File: config.mk
export PLATFORM = sky130hd
export DESIGN_NAME = aes_round_ctrl
export DESIGN_NICKNAME = d
export VERILOG_FILES = /design/src/rtl/aes_pkg.sv /design/src/rtl/aes_round_ctrl.sv
export SDC_FILE = /design/constraint.sdc
export NUM_CORES = 1
export LEC_CHECK = 0
export ABC_AREA = 1
export CORE_AREA = 2 2 253 255
export DETAILED_ROUTE_END_ITERATION = 10
export DIE_AREA = 0 0 255 257
export PLACE_DENSITY_LB_ADDON = 0.3
export SLEW_MARGIN = 5
export SYNTH_ARGS = -nofsm -noshare
export SYNTH_HDL_FRONTEND = slang
export SYNTH_SLANG_ARGS = --single-unit
File: constraint.sdc
create_clock -name clk -period 4.5 [get_ports clk]
set_clock_uncertainty 0.15 [all_clocks]
set_input_delay 0.9 -clock clk [delete_from_list [all_inputs] [get_ports clk]]
set_output_delay 0.9 -clock clk [all_outputs]
set_load 0.005 [all_outputs]
File: src/rtl/aes_pkg.sv
// Shared AES controller definitions: block geometry, FSM encoding, round count.
// No logic of its own; widths here are used by every controller instance.
// Changing BLK_W or CNT_W affects all ports derived from them.
package aes_pkg;

   // One AES block and its shape in 32-bit columns
   localparam int BLK_W = 128;
   localparam int NB    = 4;

   // Round counter width; covers NR up to 14 without wrap
   localparam int CNT_W = 4;

   typedef enum logic [1:0] {
      ST_IDLE = 2'd0,
      ST_RUN  = 2'd1,
      ST_DONE = 2'd2
   } fsm_t;

   // Round count for a key of nk 32-bit words (10/12/14 for 4/6/8)
   function automatic int nr_from_nk(input int nk);
      return nk + 6;
   endfunction

endpackage

File: src/rtl/aes_round_ctrl.sv
// Iterative AES round sequencer driving an external round unit and key store.
// Latency: result valid NR+1 cycles after the accept cycle; one block in flight.
// Backpressure: in_ready low while busy; DONE holds out_data until out_ready.
module aes_round_ctrl
   import aes_pkg::*;
#(
   parameter int NK = 4,
   parameter int NR = nr_from_nk(NK)
) (
   input  logic             clk,
   input  logic             rst_n,
   input  logic             in_valid,
   output logic             in_ready,
   input  logic [BLK_W-1:0] in_data,
   output logic [3:0]       key_idx,
   input  logic [BLK_W-1:0] round_key,
   output logic [BLK_W-1:0] rnd_state,
   output logic             rnd_final,
   input  logic [BLK_W-1:0] rnd_result,
   output logic             out_valid,
   input  logic             out_ready,
   output logic [BLK_W-1:0] out_data,
   input  logic             flush,
   output logic             busy
);

   // Last round index in counter width; NR must stay within 4 bits
   localparam logic [CNT_W-1:0] NR_C = CNT_W'(NR);

   fsm_t             fsm;
   logic [CNT_W-1:0] cnt;
   logic [BLK_W-1:0] state;
   logic             in_ready_q;
   logic             out_valid_q;
   logic             busy_q;

   // Sequencer: whitening on accept, one round per RUN cycle, hold in DONE
   always_ff @(posedge clk or negedge rst_n) begin
      if (!rst_n) begin
         fsm         <= ST_IDLE;
         cnt         <= '0;
         state       <= '0;
         in_ready_q  <= 1'b1;
         out_valid_q <= 1'b0;
         busy_q      <= 1'b0;
      end else if (flush) begin
         fsm         <= ST_IDLE;
         cnt         <= '0;
         state       <= '0;
         in_ready_q  <= 1'b1;
         out_valid_q <= 1'b0;
         busy_q      <= 1'b0;
      end else begin
         case (fsm)
            ST_IDLE: begin
               if (in_valid) begin
                  // key_idx is 0 here, so round_key is the whitening key
                  state      <= in_data ^ round_key;
                  cnt        <= 4'd1;
                  fsm        <= ST_RUN;
                  in_ready_q <= 1'b0;
                  busy_q     <= 1'b1;
               end
            end
            ST_RUN: begin
               state <= rnd_result;
               if (cnt == NR_C) begin
                  fsm         <= ST_DONE;
                  out_valid_q <= 1'b1;
               end else begin
                  cnt <= cnt + 4'd1;
               end
            end
            ST_DONE: begin
               // in_ready stays low this cycle, so no new block slips in
               if (out_ready) begin
                  fsm         <= ST_IDLE;
                  cnt         <= '0;
                  in_ready_q  <= 1'b1;
                  out_valid_q <= 1'b0;
                  busy_q      <= 1'b0;
               end
            end
            default: begin
               fsm         <= ST_IDLE;
               cnt         <= '0;
               state       <= '0;
               in_ready_q  <= 1'b1;
               out_valid_q <= 1'b0;
               busy_q      <= 1'b0;
            end
         endcase
      end
   end

   // Round-unit and key-store outputs are decoded from registers only
   assign key_idx   = (fsm == ST_RUN) ? cnt : 4'd0;
   assign rnd_state = (fsm == ST_RUN) ? state : '0;
   assign rnd_final = (fsm == ST_RUN) && (cnt == NR_C);

   assign in_ready  = in_ready_q;
   assign out_valid = out_valid_q;
   assign busy      = busy_q;
   assign out_data  = out_valid_q ? state : '0;

endmodule

Word level (Yosys, flattened, before mapping)
Index checks and enable logic that the tools add are counted.
{"block": "totals", "ff_bits": 137, "in_bits": 389, "word_cells": 52, "romBits": 0, "mem_count": 0, "latch_bits": 0, "ram_bits": 0}
{"block": "op_classes", "bitwise_logic": 1, "shift": 0, "n_mul": 0, "mux": 27, "magnitude_cmp": 0, "n_eq_ne": 10, "n_div": 0, "n_addsub": 1, "reduce_logical": 7}
{"operator": "$mux W128", "n": 4}
{"operator": "$pmux W128 S3", "n": 1}
{"operator": "$xor A128 B128 Y128", "n": 1}
{"operator": "$mux W4", "n": 5}
{"operator": "$pmux W4 S3", "n": 1}
{"operator": "$reduce_and A3 Y1", "n": 4}
{"operator": "$ne A3 B3 Y1 const B", "n": 3}
{"operator": "$pmux W1 S3", "n": 3}
{"operator": "$mux W1", "n": 8}
{"operator": "$mux W2", "n": 4}
{"operator": "$ne A2 B2 Y1 const B", "n": 3}
{"operator": "$pmux W2 S3", "n": 1}
{"operator": "$add A4 B1 Y4 const B", "n": 1}
{"operator": "$eq A4 B4 Y1 const B", "n": 1}
{"operator": "$ne A3 B2 Y1 const B", "n": 1}
{"operator": "$eq A2 B1 Y1 const B", "n": 1}
{"operator": "$eq A2 B2 Y1 const B", "n": 1}
{"operator": "$logic_not A2 Y1", "n": 1}
{"operator": "$reduce_and A2 Y1", "n": 1}
{"operator": "$logic_and A1 B1 Y1", "n": 1}

Logic depth before layout (Yosys ltp)
Gate-level depths: netlist (run 1).
{"block": "depth", "ltp_word": 4, "mapped_depth": 9, "depth_no_buf": 7}

Worst setup path after synthesis (run 1)
Ideal clock, no wire load.
{"block": "synth_path", "path_type": "register -> output", "from": "register fsm[0]", "to": "output rnd_state[100]", "slack_ns": 2.366, "path_stages_with_launch": 5, "arrival_time_ns": 1.084, "required_ns": 3.450, "path_buffers": 2, "cell_sequence": "dfrtp_1 -> nand2_2 -> clkbuf_1 -> buf_2 -> nor2_1"}
{"block": "synth_between", "elab_chain_cells": 2}
{"element": "start, declared", "line_no": "aes_round_ctrl.sv:30", "source": "fsm_t fsm;"}
{"element": "start signal, assigned", "line_no": "aes_round_ctrl.sv:40", "source": "fsm <= ST_IDLE;"}
{"element": "start signal, assigned", "line_no": "aes_round_ctrl.sv:47", "source": "fsm <= ST_IDLE;"}
{"element": "start signal, assigned", "line_no": "aes_round_ctrl.sv:60", "source": "fsm <= ST_RUN;"}
{"element": "$eq A2 B1 Y1", "line_no": "aes_round_ctrl.sv:98", "source": "assign rnd_state = (fsm == ST_RUN) ? state : '0;"}
{"element": "$mux W128", "line_no": "aes_round_ctrl.sv:98"}
{"element": "end, declared", "line_no": "aes_round_ctrl.sv:17", "source": "output logic [BLK_W-1:0] rnd_state,"}
Every way passes these cells.

Worst setup path in the final report (run 1)
{"block": "layout_path", "from": "register fsm[0]", "to": "output rnd_state[26]"}
The elaborated chain is that of the path after synthesis.

==> out/qor.log, run 1 <==
INFO  run_status     run_status=completed
INFO  power          power_switching=1.381mW
INFO  finish         nNetsFinal=2820
INFO  sta            fin_tns_setup=0ns
INFO  sta            final.min_clock_period=3.519ns
INFO  route          drt_pass1_iterations=5
INFO  sta            postLayoutSetupSlackWorst=0.9812ns
INFO  place          placer_s_final_routability_congestion_estimate=0.7981
INFO  synthesis      number_of_enable_flip_flop_cells_after_synthesis=0
INFO  die            core=62740squm
INFO  global_route   initial_antenna_violation_count=1
INFO  place          port_buffers=652
INFO  synthesis      yosys.area.top_type_share=32.35%
INFO  finish         n_fill_cell=6976
INFO  clock_network  cts.path.max_buffers=2
INFO  global_route   global_route.usage.met2=25.90%
INFO  global_route   grt_pass1_wl=71130microns
INFO  clock_network  clock_sinks=137
INFO  clock_network  total_of_cells_resized_after_clock_tree_synthesis=0
INFO  clock_network  number_of_hold_buffers_added_after_cts=0
INFO  clock_network  ctsHtreeMaxLevel=4
INFO  synthesis      synth_cells=1823
INFO  sta            drv_slew=0
INFO  clock_network  post_cts_buffers=0
INFO  clock_network  tritoncts=yes
INFO  synthesis      post_synth_num_cell_types=19
INFO  synthesis      post-synth-top-area-cell=sky130_fd_sc_hd__dfrtp_1
INFO  synthesis      most_used_standard_cells_in_the_synthesized_netlist=711 x sky130_fd_sc_hd__nand2_1, 367 x sky130_fd_sc_hd__inv_1, 140 x sky130_fd_sc_hd__nor2_1
INFO  sta            slew_worst_pin=0.8228ns
INFO  sta            rsz0062_at_grt=false
INFO  clock_network  cts_root_buf=sky130_fd_sc_hd__clkbuf_16
INFO  die            fp.dieArea=65540squm
INFO  setup_path     endpoint_kind=output pin
INFO  sta            fmaxAchievable=284.2MHz
INFO  synthesis      ys_ff_latch=137
INFO  synthesis      synth.yosys.seq_area_share=32.60%
INFO  clock_network  cts_inserted_buffers=17
INFO  global_route   grt_remaining_overflow=0
INFO  global_route   grt_util_met1=15.74%
INFO  power          cellInternalPower=2.983mW
INFO  global_route   maximum_number_of_pins_on_one_net_before_global_route_repair=129
INFO  synthesis      post_synth_instance_area=10520squm
INFO  power          clkPwrFrac=35.1%
INFO  power          powerDensity=234.7nW/um^2
INFO  die            die_width=255microns
INFO  synthesis      post_synth.cell_area_avg=5.770squm
INFO  die            die_y=257microns
INFO  route          vias_per_cell=3.787
INFO  setup_path     worstPathRequired=3.45ns
INFO  sta            final-hold-violation-count=0
INFO  synthesis      synth_ff_type=sky130_fd_sc_hd__dfrtp_1
INFO  die            start_util=16.77%
INFO  setup_path     ff2ff_path_depth=8
INFO  synthesis      synth-compound-area-share=5.281%
INFO  route          average_wire_per_standard_cell=14.38microns
INFO  setup_path     critPathLaunchType=flip-flop
INFO  route          postRouteAntennaNets=0
INFO  sta            min_period_over_period=78.20%
INFO  power          pwr-share-seq=34.8%
INFO  finish         final_area=18600squm
INFO  global_route   first_global_vias=12.29k
INFO  power          netSwitchingFraction=31.64%
INFO  route          dr_total_vias=12.46k
INFO  global_route   groute.layer.met3.usage=4.087%
INFO  clock_network  worst_setup_hold_path_clk_slew=0.06ns
INFO  synthesis      post_synth_main_area_contributors=sky130_fd_sc_hd__dfrtp_1 32%, sky130_fd_sc_hd__nand2_1 25%, sky130_fd_sc_hd__inv_1 13%
INFO  place          placement.setup.worst_slack=1.502ns
INFO  setup_path     setup.worst_path.class=flip-flop to output pin
INFO  setup_path     worstPathArrival=2.47ns
INFO  global_route   grt.busiest_layer=met2
INFO  synthesis      synth.net_count=2214
INFO  power          static-leakage-power=9.327nW
INFO  place          hpwlAfterDp=36860microns
INFO  power          worst_ir_drop_vdd=0.2608mV
INFO  synthesis      yosys-mux-area-fraction=0%
INFO  synthesis      post_synth_xor_area_fraction=0%
INFO  clock_network  worstSkewPairLatency=0.46ns
INFO  route          drtIter0Drc=592
INFO  setup_path     critPathMaxFanout=66
INFO  flow_run       timing.max_cap.violations=0
INFO  place          placement.cell_area=17970squm
INFO  synthesis      yosysMostFrequentCell=sky130_fd_sc_hd__nand2_1
INFO  finish         layout-drive-gt1-share=7.699%
INFO  sta            worst_slew_margin_rel=45.15%
INFO  power          post-layout-total-power=4.364mW
INFO  place          placedCellCount=3256
INFO  die            floorplan.rows=92
INFO  finish         final_cells=3290
INFO  die            io_pins=653
INFO  synthesis      synthesis.yosys.warnings=0
INFO  synthesis      ys_async_sr_fraction=100.0%
INFO  route          routed_wirelength=47300microns
INFO  power          p_comb_share=30.2%
INFO  synthesis      area_share_of_and_or_nand_nor_cells_after_synthesis=44.74%
INFO  route          drc=0
INFO  global_route   grtUsageTotal=14.30%
INFO  sta            final-setup-viol-count=0
INFO  synthesis      synth_fa_ha_area_share=0.2379%
INFO  synthesis      dominant_combinational_cell_family_by_area_after_synthesis=simple AND/OR/NAND/NOR gates
INFO  worst_hold_path timing.hold.worst.class=input port to asynchronous set/reset pin
INFO  finish         areaGrowthSynthToFinish=76.79%
==> worst max-delay path: stages, from the launching register on <==
cell and delay [ns]:
sky130_fd_sc_hd__dfrtp_1 0.50, sky130_fd_sc_hd__nand2_4 0.38, sky130_fd_sc_hd__buf_12 0.33, sky130_fd_sc_hd__nor2_1 0.18
sky130_fd_sc_hd__clkdlybuf4s50_1 0.52
==> metal layers <==
layer	up-vias	routed length, microns	part of all wire, %
met4	0	1156	2.4
met2	410	23670	50
met3	52	3465	7.3
met5	-	0	0
li1	6531	-	-
met1	5466	19010	40
==> per-stage QoR <==
stage | utilization (%) | hold slack, ns
finish | 29.64 | 0.2780
global route | 29.64 | 0.3224
CTS | 29.64 | 0.2806
detailed placement | 28.64 | 0.3405
global placement | 28.64 | 0.3302
floorplan | - | 0.3154
==> flip-flops by register name, summed over array words and instances, names as in the netlist <==
register and cells:
fsm 2, busy 1, state 128, out_valid 1
in_ready 1, cnt 4
==> power by group through the flow <==
stage               combinational, mW  sequential (mW)  clock (mW)
detailed placement               1.34             1.54           0
finish                           1.32             1.52        1.53
global route                     1.49             1.54        1.63
CTS                              1.35             1.52        1.59
floorplan                       0.612             1.48           0
global placement                 1.34             1.54           0
==> kinds of logic (layout without fill, tap and decap cells) <==
family / count (synthesis) / count (layout)
other cells: 0 / 2
flops: 137 / 137
buf+inv: 453 / 1072
fa+ha+maj: 2 / 2
simple gates: 1120 / 1120
compound gates: 111 / 111
==> final cells by class <==
class	instances	area, sq um	share of cell area [%]
inverter	370	1391	7.482
clock inverter	10	141.4	0.7603
multi-input combinational	1233	5320	28.61
clock buffer	22	484.2	2.604
timing repair buffer	670	6763	36.37
antenna	2	5.005	0.02691
sequential	137	3433	18.46
tap	846	1059	5.692
==> cell usage in the layout (no fill, tap or decap) <==
cell type and instances:
sky130_fd_sc_hd__or2_2 128, sky130_fd_sc_hd__nand3_1 136, sky130_fd_sc_hd__clkbuf_8 4, sky130_fd_sc_hd__clkinv_4 3, sky130_fd_sc_hd__dfrtp_1 135, sky130_fd_sc_hd__nand2_1 711
sky130_fd_sc_hd__buf_6 1, sky130_fd_sc_hd__clkdlybuf4s50_1 651, sky130_fd_sc_hd__nor2_1 140, sky130_fd_sc_hd__buf_12 8, sky130_fd_sc_hd__clkbuf_1 1, sky130_fd_sc_hd__nand2_4 1
sky130_fd_sc_hd__o21ai_0 16, sky130_fd_sc_hd__clkinvlp_4 2, sky130_fd_sc_hd__clkinv_2 2, sky130_fd_sc_hd__o21ai_1 94, sky130_fd_sc_hd__nand2_2 1, sky130_fd_sc_hd__inv_4 1
sky130_fd_sc_hd__inv_2 2, sky130_fd_sc_hd__o21ai_4 1, sky130_fd_sc_hd__diode_2 2, sky130_fd_sc_hd__inv_1 367, sky130_fd_sc_hd__dfrtp_4 1, sky130_fd_sc_hd__dfstp_2 1
sky130_fd_sc_hd__nor2_4 1, sky130_fd_sc_hd__bufinv_16 3, sky130_fd_sc_hd__buf_4 10, sky130_fd_sc_hd__nand3_4 1, sky130_fd_sc_hd__clkbuf_16 17, sky130_fd_sc_hd__nand4_1 1
sky130_fd_sc_hd__ha_1 2
==> final timing paths <==
check | start | to | slack, ns
hold / removal | rst_n | state[70]$_DFFE_PN0P_ | 0.28
min in group clk | in_ready$_DFFE_PN1P_ | in_ready$_DFFE_PN1P_ | 0.35
max in group asynchronous | rst_n | state[123]$_DFFE_PN0P_ | 3.07
setup / recovery | fsm[0]$_DFFE_PN0P_ | rnd_state[26] | 0.98
hold reg to reg | in_ready$_DFFE_PN1P_ | in_ready$_DFFE_PN1P_ | 0.35
setup reg to reg | fsm[0]$_DFFE_PN0P_ | state[71]$_DFFE_PN0P_ | 1.57
Power figures use the tool's default switching activity.
==> inputs of run 2 (changes only) <==
CORE_AREA = 2 2 255 257   (was 2 2 253 255)
DIE_AREA = 0 0 257 259   (was 0 0 255 257)
clock period = 3.67 ns   (was 4.5 ns; I/O delays follow)
==> out/qor.log, run 2 (synthesized netlist as in run 1, its figures left out) <==
INFO  clock_network  number_of_hold_buffers_added_after_cts=0
INFO  setup_path     critPathLaunchType=flip-flop
INFO  die            fp.dieArea=66560squm
INFO  clock_network  worstSkewPairLatency=0.47ns
INFO  flow_run       timing.max_cap.violations=0
INFO  finish         n_fill_cell=7109
INFO  sta            fmaxAchievable=309.3MHz
INFO  setup_path     critPathMaxFanout=57
INFO  finish         layout_commonest_cell=sky130_fd_sc_hd__nand2_1
INFO  die            die_width=257microns
INFO  global_route   grt_remaining_overflow=0
INFO  sta            min_period_over_period=88.10%
INFO  sta            worst_slew_margin_rel=54.76%
INFO  setup_path     worstPathArrival=2.35ns
INFO  sta            final-setup-viol-count=0
INFO  die            io_pins=653
INFO  global_route   grtUsageTotal=14.29%
INFO  die            die_y=259microns
INFO  finish         biggestRegsByFlops=state (128), cnt (4), fsm (2)
INFO  clock_network  cts_inserted_buffers=17
INFO  route          drt_pass1_iterations=4
INFO  route          routed_wirelength=47850microns
INFO  finish         nNetsFinal=2820
INFO  place          port_buffers=652
INFO  worst_hold_path timing.hold.worst.class=input port to asynchronous set/reset pin
INFO  route          drtIter0Drc=661
INFO  route          vias_per_cell=3.791
INFO  clock_network  ctsHtreeMaxLevel=4
INFO  sta            drv_slew=0
INFO  sta            fin_tns_setup=0ns
INFO  global_route   initial_antenna_violation_count=2
INFO  global_route   grt_pass1_wl=73210microns
INFO  setup_path     worstPathRequired=2.79ns
INFO  clock_network  post_cts_buffers=0
INFO  power          worst_ir_drop_vdd=0.3152mV
INFO  global_route   first_global_vias=12.35k
INFO  sta            slew_worst_pin=0.6777ns
INFO  clock_network  tritoncts=yes
INFO  route          dr_total_vias=12.50k
INFO  sta            fin_worst_hold_slack=0.08727ns
INFO  place          hpwlAfterDp=37080microns
INFO  clock_network  cts_root_buf=sky130_fd_sc_hd__clkbuf_16
INFO  power          powerDensity=284.1nW/um^2
INFO  sta            final.min_clock_period=3.233ns
INFO  finish         antenna_cells_inserted=0
INFO  place          placer_s_final_routability_congestion_estimate=0.8282
INFO  finish         final_cell_mix=711 x sky130_fd_sc_hd__nand2_1, 651 x sky130_fd_sc_hd__clkdlybuf4s50_1, 367 x sky130_fd_sc_hd__inv_1
INFO  finish         largest_reg_flops=128
INFO  sta            rsz0062_at_grt=false
INFO  finish         areaGrowthSynthToFinish=77.17%
INFO  die            start_util=16.47%
INFO  finish         registers.top_by_ff_count=state
INFO  setup_path     endpoint_kind=output pin
INFO  clock_network  clock_sinks=137
INFO  die            core=63880squm
INFO  finish         layout-drive-gt1-share=7.699%
INFO  global_route   maximum_number_of_pins_on_one_net_before_global_route_repair=102
INFO  route          drc=0
INFO  sta            final-hold-violation-count=0
INFO  setup_path     setup.worst_path.class=flip-flop to output pin
INFO  clock_network  total_of_cells_resized_after_clock_tree_synthesis=0
INFO  clock_network  cts.path.max_buffers=2
INFO  route          postRouteAntennaNets=0
INFO  die            floorplan.rows=93
INFO  clock_network  worst_setup_hold_path_clk_slew=0.06ns
INFO  run_status     run_status=completed
INFO  route          average_wire_per_standard_cell=14.51microns
INFO  power          static-leakage-power=9.328nW
run 2: per-stage QoR:
stage	setup slack [ns]	area, sq um	instances	utilization, %	power, mW
2_1_floorplan	1.702	10520	1823	-	2.563
3_3_place_gp	0.8849	18050	3265	28.25	3.546
3_5_place_dp	0.8756	18050	3265	28.25	3.553
4_1_cts	0.3467	18640	3297	29.17	5.451
5_1_grt	0.3156	18640	3297	29.17	5.673
6_report	0.4368	18640	3297	29.17	5.296
run 2: where the power goes:
part	internal [mW]	total, mW	switching (mW)
combinational	0.850	1.64	0.789
sequential	1.68	1.85	0.168
clock	1.02	1.80	0.781
run 2: final cells by class:
cell class,count,area [sq um],area share [%]
multi-input combinational,1233,5329,28.59
clock buffer,19,442.9,2.377
timing repair buffer,670,6825,36.62
clock inverter,13,145.1,0.7788
inverter,370,1391,7.466
tap,855,1070,5.740
sequential,137,3433,18.42
run 2: per-layer routing:
layer / share of wire, % / global-route usage, %
met5: 0.027 / 0
met4: 2.8 / 5.459
met3: 5.7 / 3.544
met2: 49 / 24.90
met1: 42 / 16.87
run 2: worst paths after layout:
path                               startpoint  cells after the start                     end  slack [ns]
max                        fsm[1]$_DFFE_PN0P_                      5           rnd_state[39]        0.44
min                                     rst_n                      2   state[92]$_DFFE_PN0P_        0.09
max reg2reg                fsm[1]$_DFFE_PN0P_                     10  state[106]$_DFFE_PN0P_        1.22
min reg2reg                  busy$_DFFE_PN0P_                      2        busy$_DFFE_PN0P_        0.34
max in group asynchronous               rst_n                      2   out_valid$_DFFE_PN0P_        2.80
min in group clk             busy$_DFFE_PN0P_                      2        busy$_DFFE_PN0P_        0.34
run 2: critical path, stage by stage (launching register included):
cell                              delay (ns)
sky130_fd_sc_hd__dfrtp_1                0.44
sky130_fd_sc_hd__inv_1                  0.17
sky130_fd_sc_hd__nand2_8                0.20
sky130_fd_sc_hd__buf_12                 0.26
sky130_fd_sc_hd__nor2_1                 0.20
sky130_fd_sc_hd__clkdlybuf4s50_1        0.53
